--- src/rtl/big_core_mul_div_if.sv ---
// Request/response bundle between the execute stage and the mul/div unit.
interface big_core_mul_div_if #(
  parameter int XLEN  = 32,
  parameter int TAG_W = 5
) ();
  logic             ReqValid;
  logic             ReqReady;
  logic [2:0]       ReqFunct3;
  logic [XLEN-1:0]  ReqRs1;
  logic [XLEN-1:0]  ReqRs2;
  logic [TAG_W-1:0] ReqTag;
  logic             Flush;
  logic             RspValid;
  logic             RspReady;
  logic [XLEN-1:0]  RspData;
  logic [TAG_W-1:0] RspTag;
  logic             Busy;

  // Core side
  modport master (
    output ReqValid, ReqFunct3, ReqRs1, ReqRs2, ReqTag, Flush, RspReady,
    input  ReqReady, RspValid, RspData, RspTag, Busy
  );

  // Execution unit side
  modport slave (
    input  ReqValid, ReqFunct3, ReqRs1, ReqRs2, ReqTag, Flush, RspReady,
    output ReqReady, RspValid, RspData, RspTag, Busy
  );
endinterface

--- src/rtl/big_core_mul_div.sv ---
// Multi-cycle RV32M/RV64M multiply/divide unit with tagged results,
// valid/ready handshake on both sides and synchronous flush.
module big_core_mul_div #(
  parameter int XLEN    = 32,
  parameter int MUL_LAT = 2,
  parameter int TAG_W   = 5
) (
  input logic              Clk,
  input logic              Rst,
  big_core_mul_div_if.slave bus
);

  localparam int CNT_W = $clog2(XLEN + 1);
  localparam logic [XLEN-1:0] MOST_NEG = {1'b1, {(XLEN-1){1'b0}}};

  typedef enum logic [2:0] {IDLE, MUL, DIV_PREP, DIV_ITER, DIV_FIX, DONE} state_t;

  state_t           state;
  logic [CNT_W-1:0] cnt;
  logic [2:0]       funct3Q;
  logic [TAG_W-1:0] tagQ;
  logic [XLEN-1:0]  opA, opB;
  logic [XLEN-1:0]  divisor, quo, rem;
  logic             negQ, negR;
  logic             rspValidQ;
  logic [XLEN-1:0]  rspDataQ;
  logic [TAG_W-1:0] rspTagQ;

  logic              aSigned, bSigned;
  logic [2*XLEN-1:0] aExt, bExt, prod;
  logic [XLEN-1:0]   mulResult;
  logic [XLEN:0]     partial, diff;
  logic [XLEN-1:0]   qFix, rFix;
  logic              aNeg, bNeg;

  // Full-width product of the latched operands, extended per funct3
  always_comb begin
    aSigned   = (funct3Q[1:0] == 2'b01) || (funct3Q[1:0] == 2'b10);
    bSigned   = (funct3Q[1:0] == 2'b01);
    aExt      = aSigned ? {{XLEN{opA[XLEN-1]}}, opA} : {{XLEN{1'b0}}, opA};
    bExt      = bSigned ? {{XLEN{opB[XLEN-1]}}, opB} : {{XLEN{1'b0}}, opB};
    prod      = aExt * bExt;
    mulResult = (funct3Q[1:0] == 2'b00) ? prod[XLEN-1:0] : prod[2*XLEN-1:XLEN];
  end

  // Restoring divide step, operand signs and final sign correction
  always_comb begin
    partial = {rem, quo[XLEN-1]};
    diff    = partial - {1'b0, divisor};
    aNeg    = !funct3Q[0] && opA[XLEN-1];
    bNeg    = !funct3Q[0] && opB[XLEN-1];
    qFix    = negQ ? ('0 - quo) : quo;
    rFix    = negR ? ('0 - rem) : rem;
  end

  // Control FSM and datapath registers
  always_ff @(posedge Clk or posedge Rst) begin
    if (Rst) begin
      state     <= IDLE;
      cnt       <= '0;
      funct3Q   <= '0;
      tagQ      <= '0;
      opA       <= '0;
      opB       <= '0;
      divisor   <= '0;
      quo       <= '0;
      rem       <= '0;
      negQ      <= 1'b0;
      negR      <= 1'b0;
      rspValidQ <= 1'b0;
      rspDataQ  <= '0;
      rspTagQ   <= '0;
    end else if (bus.Flush) begin
      state     <= IDLE;
      rspValidQ <= 1'b0;
    end else begin
      case (state)
        IDLE: begin
          if (bus.ReqValid) begin
            funct3Q <= bus.ReqFunct3;
            tagQ    <= bus.ReqTag;
            opA     <= bus.ReqRs1;
            opB     <= bus.ReqRs2;
            cnt     <= '0;
            // Special-case divides preload the final quotient/remainder with
            // signs cleared and reuse DIV_FIX as their single result cycle.
            if (!bus.ReqFunct3[2]) begin
              state <= MUL;
            end else if (bus.ReqRs2 == '0) begin
              quo   <= '1;
              rem   <= bus.ReqRs1;
              negQ  <= 1'b0;
              negR  <= 1'b0;
              state <= DIV_FIX;
            end else if (!bus.ReqFunct3[0] && bus.ReqRs1 == MOST_NEG && bus.ReqRs2 == '1) begin
              quo   <= bus.ReqRs1;
              rem   <= '0;
              negQ  <= 1'b0;
              negR  <= 1'b0;
              state <= DIV_FIX;
            end else begin
              state <= DIV_PREP;
            end
          end
        end
        MUL: begin
          if (cnt == CNT_W'(MUL_LAT - 1)) begin
            rspDataQ  <= mulResult;
            rspTagQ   <= tagQ;
            rspValidQ <= 1'b1;
            state     <= DONE;
          end else begin
            cnt <= cnt + CNT_W'(1);
          end
        end
        DIV_PREP: begin
          quo     <= aNeg ? ('0 - opA) : opA;
          divisor <= bNeg ? ('0 - opB) : opB;
          rem     <= '0;
          negQ    <= aNeg ^ bNeg;
          negR    <= aNeg;
          cnt     <= '0;
          state   <= DIV_ITER;
        end
        DIV_ITER: begin
          if (!diff[XLEN]) begin
            rem <= diff[XLEN-1:0];
            quo <= {quo[XLEN-2:0], 1'b1};
          end else begin
            rem <= partial[XLEN-1:0];
            quo <= {quo[XLEN-2:0], 1'b0};
          end
          cnt <= cnt + CNT_W'(1);
          if (cnt == CNT_W'(XLEN - 1)) state <= DIV_FIX;
        end
        DIV_FIX: begin
          rspDataQ  <= funct3Q[1] ? rFix : qFix;
          rspTagQ   <= tagQ;
          rspValidQ <= 1'b1;
          state     <= DONE;
        end
        DONE: begin
          if (bus.RspReady) begin
            rspValidQ <= 1'b0;
            state     <= IDLE;
          end
        end
        default: state <= IDLE;
      endcase
    end
  end

  assign bus.RspValid = rspValidQ;
  assign bus.RspData  = rspDataQ;
  assign bus.RspTag   = rspTagQ;
  assign bus.Busy     = (state != IDLE);
  assign bus.ReqReady = (state == IDLE) && !Rst;

endmodule

--- src/flat_wrapper.sv ---
// flat-port wrapper written by rule: the top's interface ports become plain ports
module big_core_mul_div_flat 
#(
  parameter int XLEN    = 32,
  parameter int MUL_LAT = 2,
  parameter int TAG_W   = 5
)
  (Clk, Rst, bus_ReqValid, bus_ReqFunct3, bus_ReqRs1, bus_ReqRs2, bus_ReqTag, bus_Flush, bus_RspReady, bus_ReqReady, bus_RspValid, bus_RspData, bus_RspTag, bus_Busy);
  big_core_mul_div_if #(.XLEN(XLEN), .TAG_W(TAG_W)) bus_i ();
  input logic Clk;
  input logic Rst;
  input wire logic [$bits(bus_i.ReqValid)-1:0] bus_ReqValid;
  input wire logic [$bits(bus_i.ReqFunct3)-1:0] bus_ReqFunct3;
  input wire logic [$bits(bus_i.ReqRs1)-1:0] bus_ReqRs1;
  input wire logic [$bits(bus_i.ReqRs2)-1:0] bus_ReqRs2;
  input wire logic [$bits(bus_i.ReqTag)-1:0] bus_ReqTag;
  input wire logic [$bits(bus_i.Flush)-1:0] bus_Flush;
  input wire logic [$bits(bus_i.RspReady)-1:0] bus_RspReady;
  output wire logic [$bits(bus_i.ReqReady)-1:0] bus_ReqReady;
  output wire logic [$bits(bus_i.RspValid)-1:0] bus_RspValid;
  output wire logic [$bits(bus_i.RspData)-1:0] bus_RspData;
  output wire logic [$bits(bus_i.RspTag)-1:0] bus_RspTag;
  output wire logic [$bits(bus_i.Busy)-1:0] bus_Busy;
  assign bus_i.ReqValid = bus_ReqValid;
  assign bus_i.ReqFunct3 = bus_ReqFunct3;
  assign bus_i.ReqRs1 = bus_ReqRs1;
  assign bus_i.ReqRs2 = bus_ReqRs2;
  assign bus_i.ReqTag = bus_ReqTag;
  assign bus_i.Flush = bus_Flush;
  assign bus_i.RspReady = bus_RspReady;
  assign bus_ReqReady = bus_i.ReqReady;
  assign bus_RspValid = bus_i.RspValid;
  assign bus_RspData = bus_i.RspData;
  assign bus_RspTag = bus_i.RspTag;
  assign bus_Busy = bus_i.Busy;
  big_core_mul_div #(.XLEN(XLEN), .MUL_LAT(MUL_LAT), .TAG_W(TAG_W)) u_core (.Clk(Clk), .Rst(Rst), .bus(bus_i));
endmodule
--- config.mk ---
export PLATFORM = sky130hd
export DESIGN_NAME = big_core_mul_div_flat
export DESIGN_NICKNAME = d
export VERILOG_FILES = /design/src/rtl/big_core_mul_div_if.sv /design/src/rtl/big_core_mul_div.sv /design/src/flat_wrapper.sv
export SDC_FILE = /design/constraint.sdc
export NUM_CORES = 2
export LEC_CHECK = 0
export CORE_MARGIN = 2
export CORE_UTILIZATION = 55
export DETAILED_ROUTE_END_ITERATION = 7
export PLACE_DENSITY = 0.72
export SYNTH_ARGS = -nofsm -noshare
export SYNTH_HDL_FRONTEND = slang
export SYNTH_SLANG_ARGS = --single-unit
--- constraint.sdc ---
create_clock -name Clk -period 13.5 [get_ports Clk]
set_input_delay 2.7 -clock Clk [delete_from_list [all_inputs] [get_ports Clk]]
set_output_delay 2.7 -clock Clk [all_outputs]
set_load 0.1 [all_outputs]
==> qor.txt <==
syn nets - 8703
multi-input logic area - 0.0497 mm²
pin count of the biggest net entering global routing - 123
Final Hold Vio Count - 0
DIE AREA - 0.116 mm²
Worst setup SP type - flop
Routed Wire Length - 200000 µm
crit path buf inv count - 6
CTS HTree Levels - 1
hold buffer count at cts - 0
library cells used by synthesis - 82
layout cells sized above 1 - 0.0239
fin crit period - 11.73 ns
CTS root buf - clkbuf_16
Synth Register Bits - 216
Slew Limit Fails - 0
dominant cell type by area after synthesis - fa_1
# fillers - 9932
Setup Viol. Count Final - 0
syn_area_per_cell - 9.10 µm²
vias in the first global route - 49800
ys async rst share - 1.00
DP HPWL - 160000 µm
critical path's slowest cell - and2_1
placer's final routability congestion estimate - 0.994
P&R area growth vs syn - 5.01%
Worst-path clk slew - 0.06 ns
DIE HEIGHT - 341 µm
core area - 0.112 mm²
total congestion overflow - 0
RSZ-0062 raised after global routing - no
Tightest Pin Transition - 1.30 ns
Initial Util - 0.555
final period utilization - 0.869
Worst-Skew Late Latency - 0.57 ns
Routed Antenna Nets - 0
R2R Setup Slk - 1.77 ns
reg2reg start - u_core.funct3Q[1]
Most used DFF post-synth - dfrtp_1
Crit Path Max Fanout - 25
Worst path max stage delay - 0.93 ns
CP Data Arrival Time - 12.18 ns
Total GRT Usage - 0.349
row count - 123
initial antenna violation count - 3
CP most frequent cell - fa_1
first-pass GRT wire length - 305000 µm
Vias/cell - 5.81
PortBufs - 116
Hold WC Path Type - flop to flop
CP required - 13.94 ns
reg2reg end - u_core.bus.RspData[30]
Yosys Warn Count - 0
CTS max path bufs - 3
Routed wire per std cell - 24.3 µm
Residual DRC - 0
first drt pass iteration count - 6
Setup Buffers After CTS - 0
Rel. slew slack - 0.131
Synth top area share - 0.457
hold_sp - u_core.tagQ[2]
IO Count - 117
mapped cell area - 0.0624 mm²
clock skew - 0.0445 ns
nets - 8553
CP delay by family, top - adder cells
Total Neg Setup Slack - 0 ns
Die X - 341 µm
max_cap viols - 0
number of clock sinks - 216
Cells after Synth - 6858
Post-synth EDFFs - 0
FF-to-FF path depth - 31
Min-Delay Endpoint - u_core.bus.RspTag[2]
top cells by area, synth - fa_1, inv_1, dfrtp_1
fmax - 85.2 MHz
Seq/Total Area, Yosys - 0.0866
worst hold slack - 0.463 ns
Worst Setup Path Type - flop to flop
CTS tree - yes
vias - 47800
DR iter-0 viols - 4750
outcome - finished, final reports clean
CTS Buf Count - 24
CP endpoint kind - flop
Worst Hold Path Cells - 2
CTS resizes - 0
Sequential Area - 0.00541 mm²
metrics by stage:
stage	util	cell area (µm²)	instances	worst slack [ns]
finish	0.583	65600	8227	1.77
global route	0.583	65600	8225	1.27
CTS	0.583	65600	8225	2.01
detailed placement	0.576	64800	8182	2.04
global placement	0.576	64800	8182	2.25
floorplan	-	62400	6858	3.53
sequential cells by signal (all words and copies together) (netlist names), 2 cells and up:
signal,flops
u_core.funct3Q,2
u_core.cnt,6
u_core.bus.RspTag,5
u_core.opB,32
u_core.bus.RspData,32
u_core.tagQ,5
u_core.state,3
u_core.divisor,32
u_core.quo,32
u_core.opA,32
u_core.rem,32
tightest hold or removal path, cell delays in order, from the launching register on:
cell and delay (ns):
dfrtp_1 0.34, nand2_1 0.05, nand2_1 0.05
cell usage in the layout (no fill, tap or decap), drive strengths merged, types with 17 or more instances in the layout:
master | netlist | layout
a211oi | 19 | 19
a21o | 53 | 53
a21oi | 230 | 230
a22oi | 29 | 29
a31oi | 33 | 33
a41oi | 27 | 27
and2 | 513 | 513
and3 | 22 | 22
buf | 41 | 90
clkbuf | 341 | 32
clkdlybuf4s50 | 0 | 116
dfrtp | 216 | 216
fa | 1424 | 1424
ha | 344 | 344
inv | 1585 | 1585
mux2 | 97 | 97
nand2 | 783 | 783
nand2b | 19 | 19
nand3 | 29 | 29
nand4 | 31 | 31
nor2 | 252 | 252
nor3 | 44 | 44
nor4 | 25 | 25
o211ai | 17 | 17
o21a | 21 | 21
o21ai | 166 | 166
o21bai | 21 | 21
o31ai | 31 | 31
or4 | 19 | 19
xnor2 | 168 | 168
xor2 | 90 | 90
metal layers:
metal	wire length [µm]	GRT usage	vias up	share of wire
met1	84200	0.521	24600	0.42
met4	6240	0.0898	4	0.031
met5	27	0	-	0.00014
met2	85900	0.519	2632	0.43
met3	23100	0.0771	347	0.12
li1	-	-	20200	-
how the worst max path moves through the flow:
stage / startpoint / endpoint / slack (ns) / depth (start not counted)
after floorplan: u_core.funct3Q[1] / u_core.bus.RspData[30] / 3.53 / 35
after global placement: u_core.funct3Q[1] / u_core.bus.RspData[30] / 2.25 / 31
after detailed placement: u_core.funct3Q[1] / u_core.bus.RspData[30] / 2.04 / 31
after CTS: u_core.funct3Q[1] / u_core.bus.RspData[30] / 2.01 / 31
after global routing: u_core.funct3Q[1] / u_core.bus.RspData[30] / 1.27 / 31
final: u_core.funct3Q[1] / u_core.bus.RspData[30] / 1.77 / 31
synth_stat cells, drive strengths merged, types with 31 or more instances:
| cell | instances |
|---|---|
| nand2 | 783 |
| buf | 41 |
| dfrtp | 216 |
| a21oi | 230 |
| a31oi | 33 |
| and2 | 513 |
| mux2 | 97 |
| nor2 | 252 |
| fa | 1424 |
| o31ai | 31 |
| nor3 | 44 |
| inv | 1585 |
| xnor2 | 168 |
| xor2 | 90 |
| o21ai | 166 |
| clkbuf | 341 |
| ha | 344 |
| a21o | 53 |
| nand4 | 31 |
cells by family (layout without fill, tap and decap cells):
group / after synthesis / count (layout) / share of synthesized area
xor+xnor: 258 / 258 / 0.0362
simple gates: 1804 / 1804 / 0.140
buf+inv: 1967 / 1834 / 0.118
flops: 216 / 216 / 0.0866
compound gates: 732 / 732 / 0.0738
other cells: 0 / 2 / 0
fa+ha+maj: 1772 / 1772 / 0.526
mux: 109 / 109 / 0.0195
final cells by class:
cell class	instances	share of cell area
multi-input cells	4675	0.758
inverters	1585	0.0909
flip-flops and latches	216	0.0826
well taps	1500	0.0286
repair buffers	206	0.0280
clock buffers	32	0.0102
clock inverters	11	0.00187
diodes	2	0.0000763
Power is left out: the tool's default activity adds up to more than one toggle a clock period on the data nets, which glitch-free logic cannot reach.
